==> config.mk <==
export PLATFORM = sky130hd
export DESIGN_NAME = uart_tx_arbiter
export DESIGN_NICKNAME = d
export VERILOG_FILES = /design/src/rtl/ctrl_pkg.sv /design/src/rtl/rr_arbiter.sv /design/src/rtl/uart_tx_arbiter.sv
export SDC_FILE = /design/constraint.sdc
export NUM_CORES = 1
export LEC_CHECK = 0
export BUFFER_PORTS_ARGS = -buffer_cell sky130_fd_sc_hd__buf_2
export CAP_MARGIN = 30
export CORE_AREA = 2 2 91 93
export DETAILED_ROUTE_END_ITERATION = 8
export DIE_AREA = 0 0 93 95
export PLACE_DENSITY_LB_ADDON = 0.1
export SLEW_MARGIN = 25
export SYNTH_ARGS = -nofsm -noshare
export SYNTH_HDL_FRONTEND = slang
export SYNTH_SLANG_ARGS = --single-unit
==> constraint.sdc <==
create_clock -name clk -period 4.3 [get_ports clk]
set_input_delay 0.215 -clock clk [delete_from_list [all_inputs] [get_ports clk]]
set_output_delay 0.215 -clock clk [all_outputs]
set_load 0.01 [all_outputs]
==> src/rtl/ctrl_pkg.sv <==
// Shared types for the control_module transmit path: arbiter FSM states and
// the payload-to-byte-count helper.
package ctrl_pkg;

  typedef enum logic [1:0] {
    IDLE      = 2'd0,
    WAIT_BUSY = 2'd1,
    WAIT_DONE = 2'd2
  } state_t;

  function automatic int unsigned max_bytes(input int unsigned word_size,
                                            input int unsigned data_width);
    return word_size / data_width;
  endfunction

endpackage

==> src/rtl/rr_arbiter.sv <==
// Combinational round-robin picker: the first asserted request at or after
// ptr_i (wrapping) wins; outputs a one-hot grant and its index.
module rr_arbiter #(
  parameter int unsigned NUM_REQ = 4,
  parameter int unsigned IDX_W   = $clog2(NUM_REQ)
) (
  input  logic [NUM_REQ-1:0] req_i,
  input  logic [IDX_W-1:0]   ptr_i,
  output logic [NUM_REQ-1:0] grant_o,
  output logic [IDX_W-1:0]   idx_o
);

  logic             found;
  logic [IDX_W-1:0] pos;

  always_comb begin
    grant_o = '0;
    idx_o   = '0;
    found   = 1'b0;
    pos     = '0;
    for (int unsigned off = 0; off < NUM_REQ; off++) begin
      pos = IDX_W'((32'(ptr_i) + off) % NUM_REQ);
      if (!found && req_i[pos]) begin
        found        = 1'b1;
        grant_o[pos] = 1'b1;
        idx_o        = pos;
      end
    end
  end

endmodule

==> src/rtl/uart_tx_arbiter.sv <==
// Round-robin sharing of the status_sender_data transmit path between NUM_REQ
// requesters. Optional frame watchdog: define UART_TX_ARB_WATCHDOG_EN.
module uart_tx_arbiter
  import ctrl_pkg::*;
#(
  parameter int unsigned NUM_REQ    = 4,
  parameter int unsigned WORD_SIZE  = 32,
  parameter int unsigned SIZE_WORD  = 3,
  parameter int unsigned DATA_WIDTH = 8,
  parameter int unsigned TIMEOUT_W  = 16
) (
  input  logic                           clk,
  input  logic                           rst,
  input  logic [NUM_REQ-1:0]             req_valid,
  input  logic [NUM_REQ*WORD_SIZE-1:0]   req_data,
  input  logic [NUM_REQ*SIZE_WORD-1:0]   req_size,
  output logic [NUM_REQ-1:0]             req_ack,
  input  logic                           busy,
  output logic                           valid_data,
  output logic [WORD_SIZE-1:0]           data_to_send,
  output logic [SIZE_WORD-1:0]           size_of_data,
  output logic [$clog2(NUM_REQ)-1:0]     grant_id,
  output logic                           arb_busy,
  output logic                           timeout_err
);

  localparam int unsigned          IDX_W    = $clog2(NUM_REQ);
  localparam logic [SIZE_WORD-1:0] MAX_SIZE = SIZE_WORD'(max_bytes(WORD_SIZE, DATA_WIDTH));

  if (NUM_REQ < 2 || NUM_REQ > 8) begin : g_bad_num_req
    $error("uart_tx_arbiter: NUM_REQ must be in 2..8");
  end
  if (TIMEOUT_W < 2) begin : g_bad_timeout_w
    $error("uart_tx_arbiter: TIMEOUT_W must be at least 2");
  end

  state_t                 state_q;
  logic [IDX_W-1:0]       rr_ptr_q;
  logic [NUM_REQ-1:0]     req_ack_q;
  logic                   valid_q;
  logic [WORD_SIZE-1:0]   data_q;
  logic [SIZE_WORD-1:0]   size_q;
  logic [IDX_W-1:0]       grant_q;

  logic [NUM_REQ-1:0]     gnt_oh;
  logic [IDX_W-1:0]       gnt_idx;
  logic [WORD_SIZE-1:0]   data_arr [NUM_REQ];
  logic [SIZE_WORD-1:0]   size_arr [NUM_REQ];
  logic [WORD_SIZE-1:0]   sel_data;
  logic [SIZE_WORD-1:0]   sel_size;
  logic [SIZE_WORD-1:0]   size_d;
  logic [IDX_W-1:0]       rr_ptr_d;

  rr_arbiter #(
    .NUM_REQ (NUM_REQ),
    .IDX_W   (IDX_W)
  ) u_rr_arbiter (
    .req_i   (req_valid),
    .ptr_i   (rr_ptr_q),
    .grant_o (gnt_oh),
    .idx_o   (gnt_idx)
  );

  for (genvar gi = 0; gi < NUM_REQ; gi++) begin : g_unpack
    assign data_arr[gi] = req_data[gi*WORD_SIZE +: WORD_SIZE];
    assign size_arr[gi] = req_size[gi*SIZE_WORD +: SIZE_WORD];
  end

  always_comb begin
    sel_data = data_arr[gnt_idx];
    sel_size = size_arr[gnt_idx];
    size_d   = (sel_size > MAX_SIZE) ? MAX_SIZE : sel_size;
    rr_ptr_d = (gnt_idx == IDX_W'(NUM_REQ - 1)) ? '0 : gnt_idx + 1'b1;
  end

`ifdef UART_TX_ARB_WATCHDOG_EN
  localparam logic [TIMEOUT_W-1:0] WD_LAST = {{(TIMEOUT_W-1){1'b1}}, 1'b0};
  logic [TIMEOUT_W-1:0] wd_q;
  logic                 timeout_q;
`endif

  // Watchdog fires on the edge where the count would reach all-ones, so the
  // pulse appears (2**TIMEOUT_W - 1) cycles after entering a wait state.
  always_ff @(posedge clk or negedge rst) begin
    if (!rst) begin
      state_q   <= IDLE;
      rr_ptr_q  <= '0;
      req_ack_q <= '0;
      valid_q   <= 1'b0;
      data_q    <= '0;
      size_q    <= '0;
      grant_q   <= '0;
`ifdef UART_TX_ARB_WATCHDOG_EN
      wd_q      <= '0;
      timeout_q <= 1'b0;
`endif
    end else begin
      req_ack_q <= '0;
      valid_q   <= 1'b0;
`ifdef UART_TX_ARB_WATCHDOG_EN
      timeout_q <= 1'b0;
`endif
      unique case (state_q)
        IDLE: begin
`ifdef UART_TX_ARB_WATCHDOG_EN
          wd_q <= '0;
`endif
          if (!busy && (|req_valid)) begin
            req_ack_q <= gnt_oh;
            rr_ptr_q  <= rr_ptr_d;
            if (sel_size != '0) begin
              data_q  <= sel_data;
              size_q  <= size_d;
              grant_q <= gnt_idx;
              valid_q <= 1'b1;
              state_q <= WAIT_BUSY;
            end
          end
        end
        WAIT_BUSY: begin
          if (busy) begin
            state_q <= WAIT_DONE;
`ifdef UART_TX_ARB_WATCHDOG_EN
            wd_q    <= '0;
          end else if (wd_q == WD_LAST) begin
            timeout_q <= 1'b1;
            state_q   <= IDLE;
          end else begin
            wd_q <= wd_q + 1'b1;
`endif
          end
        end
        WAIT_DONE: begin
          if (!busy) begin
            state_q <= IDLE;
`ifdef UART_TX_ARB_WATCHDOG_EN
          end else if (wd_q == WD_LAST) begin
            timeout_q <= 1'b1;
            state_q   <= IDLE;
          end else begin
            wd_q <= wd_q + 1'b1;
`endif
          end
        end
        default: state_q <= IDLE;
      endcase
    end
  end

  assign req_ack      = req_ack_q;
  assign valid_data   = valid_q;
  assign data_to_send = data_q;
  assign size_of_data = size_q;
  assign grant_id     = grant_q;
  assign arb_busy     = (state_q != IDLE);
`ifdef UART_TX_ARB_WATCHDOG_EN
  assign timeout_err  = timeout_q;
`else
  assign timeout_err  = 1'b0;
`endif

endmodule

# ---- Word-level counts from Yosys, hierarchy flattened
# Index checks and enable logic that the tools add are counted.
dict set report classes {
  add_sub_neg 4
  magnitude_cmp 10
  eq_ne 7
  muxes 45
  n_bitwise 4
  reduce_logical 19
}
# operator n
set op_table {}
lappend op_table {{$bmux 32 s2} 1}
lappend op_table {{$mux 32} 2}
lappend op_table {{$mux 4} 6}
lappend op_table {{$mux 2} 9}
lappend op_table {{$mux 1} 14}
lappend op_table {{$lt 2x3->1 const B} 4}
lappend op_table {{$or 4x4->4} 3}
lappend op_table {{$mux 3} 3}
lappend op_table {{$bmux 1 s2} 4}
lappend op_table {{$demux 1 s2} 4}
lappend op_table {{$ge 2x1->1 const B} 4}
lappend op_table {{$logic_and 1x1->1} 8}
lappend op_table {{$ne 2x2->1 const B} 4}
lappend op_table {{$bmux 3 s2} 1}
lappend op_table {{$pmux 2 s3} 1}
lappend op_table {{$add 2x1->2 const B} 2}
lappend op_table {{$add 2x2->2 const B} 2}
lappend op_table {{$eq 2x2->1 const B} 2}
lappend op_table {{$logic_not 1->1} 4}
lappend op_table {{$reduce_and 4->1} 1}
lappend op_table {{$reduce_or 4->1} 1}
lappend op_table {{$ge 3x3->1 const B} 1}
lappend op_table {{$gt 3x3->1 const B} 1}
lappend op_table {{$not 2->3} 1}
lappend op_table {{6 further kinds} 6}
dict set report word_totals {
  ff_bits 46
  inputBits 147
  output_inout_bits 44
  elab_cells 96
}

# ---- Longest topological paths before layout
dict set report depth {
  word_depth 20
  depth_mapped 14
  mapped_depth_nobuf 9
}

# ---- Hierarchy
# Synthesis repeated with hierarchy kept, for this count alone.
dict set report hier_totals {
  cells_unflattened 222
  hier_area_um2 3193.1
}
# module instances cells_each area_each_um2 seq_area_each_um2
set by_module_without_submodules {}
lappend by_module_without_submodules {uart_tx_arbiter 1 157 2703.8 1151.1}
lappend by_module_without_submodules {rr_arbiter 1 65 489.2 0.0}

# ---- Worst setup path before layout
# OpenSTA, ideal clock, no wires.
dict set report synth_timing {
  path_type {flip-flop to flip-flop}
  start {reg rr_ptr_q[0]}
  end {reg data_q[21], in the netlist data_to_send[21]}
  setup_time_ns 0.125
  arrival_ns 3.386
  required_time_ns 4.175
  slack_ns 0.789
  path_stages_with_launch 13
  path_buffers 3
  period_less_slack_ns 3.511
  cell_sequence {dfrtp_1 > buf_2 > inv_1 > ha_1 > clkbuf_1 > mux2_2 > nor4_1 > a21o_1 > nor2_2 > or3_4 > a21oi_4 > buf_6 > mux2_2}
}
dict set report synth_via {
  elab_chain_cells 18
  word_cells_on_any_way 33
  cone_classes {add/sub (3); mux (21); bitwise (1); reduce/logical (8)}
}
# item line
set synth_lines {}
lappend synth_lines {{from (decl)} uart_tx_arbiter.sv:38} ;# logic [IDX_W-1:0] rr_ptr_q;
lappend synth_lines {{from (signal assigned)} uart_tx_arbiter.sv:110} ;# rr_ptr_q <= rr_ptr_d;
lappend synth_lines {{parallel branches: the longest is 11 deep, another holds $add 2x1->2} --}
lappend synth_lines {{$mux 2 *} rr_arbiter.sv:23} ;# if (!found && req_i[pos]) begin
lappend synth_lines {{$not 2->3 (not written as such) *} {uart_tx_arbiter.sv:70, uart_tx_arbiter.sv:71}}
lappend synth_lines {{$bmux 3 s2} uart_tx_arbiter.sv:71} ;# sel_size = size_arr[gnt_idx];
lappend synth_lines {{$mux 3 (not written as such) (2 in a row)} uart_tx_arbiter.sv:71}
lappend synth_lines {{$reduce_bool 3->1} uart_tx_arbiter.sv:111} ;# if (sel_size != '0) begin
lappend synth_lines {{$reduce_and 3->1 (no source line)} --}
lappend synth_lines {{to (signal assigned)} uart_tx_arbiter.sv:112} ;# data_q <= sel_data;
lappend synth_lines {{to (decl)} uart_tx_arbiter.sv:41} ;# logic [WORD_SIZE-1:0] data_q;
# Every way passes the cells marked *. The select of a mux whose other input is x is not followed.
# A chain may end at the register's enable or synchronous reset.

# ---- Final worst setup path
dict set report layout_timing {
  start {reg rr_ptr_q[1]}
  end {reg data_q[17], in the netlist data_to_send[17]}
}
# The elaborated chain is that of the path after synthesis.

==> run_results.csv <==
group,metric,value,unit
finish,antenna_cells,0,
worst_setup_path,worstPathRequired,4.49,ns
cts,cts_tree,"done",
timing,fmax,261.7,MHz
timing,worst_pin_slew,0.6830,ns
finish,final_area,4588,µm²
synthesis,ys.flop_type,"dfrtp_1",
synthesis,synth_top_family_by_area,"multiplexers",
timing,finalClockSkew,0.01010,ns
power_and_ir_drop,power.leakage,2.406,nW
finish,synthToLayoutAreaGrowth,32.48,%
floorplan,dieArea,8835,µm²
timing,period_share,88.88,%
synthesis,synth_compound_area_share,8.345,%
route,wire_per_inst,14.90,µm
timing,slew_viol_final,0,
route,drt_iter0_drc,78,
worst_setup_path,worst_ep_arrival_time,4.01,ns
worst_setup_path,worst-setup-path-type,"flop to flop",
synthesis,synth-simple-area-share,9.935,%
timing,period_minus_slack,3.822,ns
route,vias,3157,
cts,clockRootBuffer,"clkbuf_8",
place,dp.cells,595,
floorplan,io_pins,191,
floorplan,coreArea,7928,µm²
place,routabilityCongestion,0.8266,
route,drc,0,
place,placed_area,4492,µm²
synthesis,synth_fp_nets,472,
timing,rsz0062_at_grt,"no",
finish,layout-drive-gt1-share,50.70,%
finish,num-fill-cells,736,
worst_hold_path,hold_class,"input port to flop",
worst_setup_path,start_kind,"flop",
worst_setup_path,critical-path-max-stage-delay,0.56,ns
cts,cts_sinks,46,
power_and_ir_drop,powerDensity,761.4,nW/µm²
route,via_per_inst,5.227,
synthesis,netlist_area,3463,µm²
global_routing,grt_overflow,0,
cts,clk_pin_slew_worst_paths,0.10,ns
route,finalWirelength,9000,µm
floorplan,die_w,93,µm
place,io_buffer_count,189,
floorplan,start_util,43.69,%
synthesis,synth-xor-area-share,0.5058,%
timing,max_slew_margin,53.99,%
synthesis,synth_edf_count,0,
cts,insertion_delay,0.30,ns
finish,final_util,57.88,%
timing,tns,0,ns
cts,cts_made_buffers,5,
finish,final_common_cell,"buf_2",
worst_setup_path,slowest_stage,"nor2b_1",
power_and_ir_drop,ir_drop,0.0004585,V
synthesis,yosysWarnings,0,
global_routing,grt.total_usage,20.08,%
route,first_pass_iters,4,
synthesis,synth_fa_ha_area_share,2.168,%
synthesis,synth_cell_types,52,
worst_setup_path,path_cells,"inv_1 -> ha_1 -> mux4_2 -> nor2b_1 -> a21o_1 -> nor2_2 -> or3_4 -> a21oi_4 -> buf_4 -> mux2_2",
worst_setup_path,cp_max_fo,36,
global_routing,grt_pass1_wl,14170,µm
synthesis,ys_ff_latch,46,
global_routing,grt_max_degree,66,
finish,final_cell_mix,"buf_2, mux2i_1, dfrtp_1",
global_routing,grt_pass1_vias,3024,
synthesis,netlist_instances,319,
flow_run,maxCapViolations,0,
synthesis,muxShareOfSynthArea,41.08,%
timing,hold_viol,0,
cts,ctsLongestPathBuffers,2,
run_status,status,"finished clean",
cts,htreeDepth,2,
timing,setup_viol,0,
finish,fin_cells,604,
global_routing,antenna_found_initial,0,
worst_setup_path,critPathCaptureType,"flop",
synthesis,yosysSeqAreaShare,33.24,%
floorplan,die_y,95,µm
floorplan,row_count,33,
route,ant_nets,0,
synthesis,avgSynthCellArea,10.86,µm²
place,hpwl,7103,µm
finish,fin_nets,651,
synthesis,synth-async-reset-ratio,100.0,%
[worst paths after layout]
| check | startpoint | to | slack, ns | cells after the start |
|---|---|---|---|---|
| min | busy | state_q[1] | 0.16 | 2 |
| max reg2reg | rr_ptr_q[1] | data_to_send[17] | 0.48 | 10 |
| min reg2reg | data_to_send[2] | data_to_send[2] | 0.51 | 1 |
| max in group asynchronous | rst | data_to_send[19] | 3.39 | 3 |
| max | rr_ptr_q[1] | data_to_send[17] | 0.48 | 10 |
| min in group asynchronous | rst | state_q[1] | 0.39 | 2 |
[cell families after synthesis]
kind of cell	after synthesis
and+or+nand+nor	63
other	1
adders and majority gates	6
AOI/OAI and AO/OA	36
buffers and inverters	30
DFF	46
xor gates and xnor gates	2
muxes	135
[through the flow]
stage / setup slack (ns) / power, mW / hold slack, ns
2_1_floorplan: 0.7889 / 2.661 / -0.08059
3_3_place_gp: 0.6345 / 3.199 / 0.4552
3_5_place_dp: 0.5090 / 3.267 / 0.2041
4_1_cts: 0.4847 / 3.542 / 0.1506
5_1_grt: 0.2226 / 3.772 / 0.1839
6_report: 0.4782 / 3.494 / 0.1595
[repair_timing]
item / 4_1_cts / 5_1_grt
hold endpoints to repair: 18 / 0
setup buffers: 0 / 0
hold buffers: 1 / 0
setup endpoints to repair: 0 / 0
resized for setup: 0 / 0
[critical path: cells and delay by family (launching register included)]
| family | cells | cell delay, ns |
|---|---|---|
| compound gates | 2 | 0.45 |
| fa+ha+maj | 1 | 0.44 |
| buf+inv | 2 | 0.57 |
| flops | 1 | 0.49 |
| mux | 2 | 0.69 |
| simple gates | 3 | 1.06 |
[area by class of cell]
cell class                 count  area, µm²  share of cell area (%)
multi-input combinational    243       2167                   47.23
sequential                    46       1151                   25.09
timing repair buffer         197       1033                   22.53
tap                          105      131.4                   2.863
clock buffer                   6      72.57                   1.582
inverter                       5      18.77                  0.4091
clock inverter                 2      13.76                  0.3000
[sequential cells by signal, summed over array words and instances (netlist names)]
signal / flops
data_to_send: 32
grant_id: 2
req_ack: 4
rr_ptr_q: 2
size_of_data: 3
state_q: 2
valid_data: 1
[power by group]
part | switching (mW) | total [mW] | internal [mW]
Combinational | 1.24 | 2.45 | 1.21
Sequential | 0.118 | 0.772 | 0.653
Clock | 0.153 | 0.268 | 0.115
Total | 1.52 | 3.49 | 1.98
[cells in the mapped netlist (all sizes together) (3+ instances only)]
cell type | n | share of area [%]
o21ai | 8 | 1.2
a221oi | 4 | 1.0
or3 | 5 | 1.0
nand3 | 5 | 0.72
a22oi | 4 | 0.87
nand4 | 3 | 0.54
mux2i | 96 | 28
a21oi | 4 | 1.0
clkbuf | 6 | 0.65
or2 | 3 | 0.54
dfrtp | 46 | 33
mux2 | 37 | 12
ha | 6 | 2.2
nor2 | 15 | 1.7
nand2 | 7 | 0.76
and2 | 3 | 0.54
buf | 19 | 3.4
nor3 | 7 | 1.0
inv | 5 | 0.54
nor4 | 7 | 1.3
[routing by layer]
| layer | wire length (µm) | share of wire, % | global-route usage, % | up-vias |
|---|---|---|---|---|
| met4 | 87 | 0.97 | 4.534 | 0 |
| met1 | 3623 | 40 | 24.90 | 1460 |
| li1 | - | - | - | 1563 |
| met5 | 0 | 0 | 0 | - |
| met2 | 4677 | 52 | 35.69 | 126 |
| met3 | 611 | 6.8 | 4.629 | 8 |
Note: power is estimated with default switching activity, not from simulation.
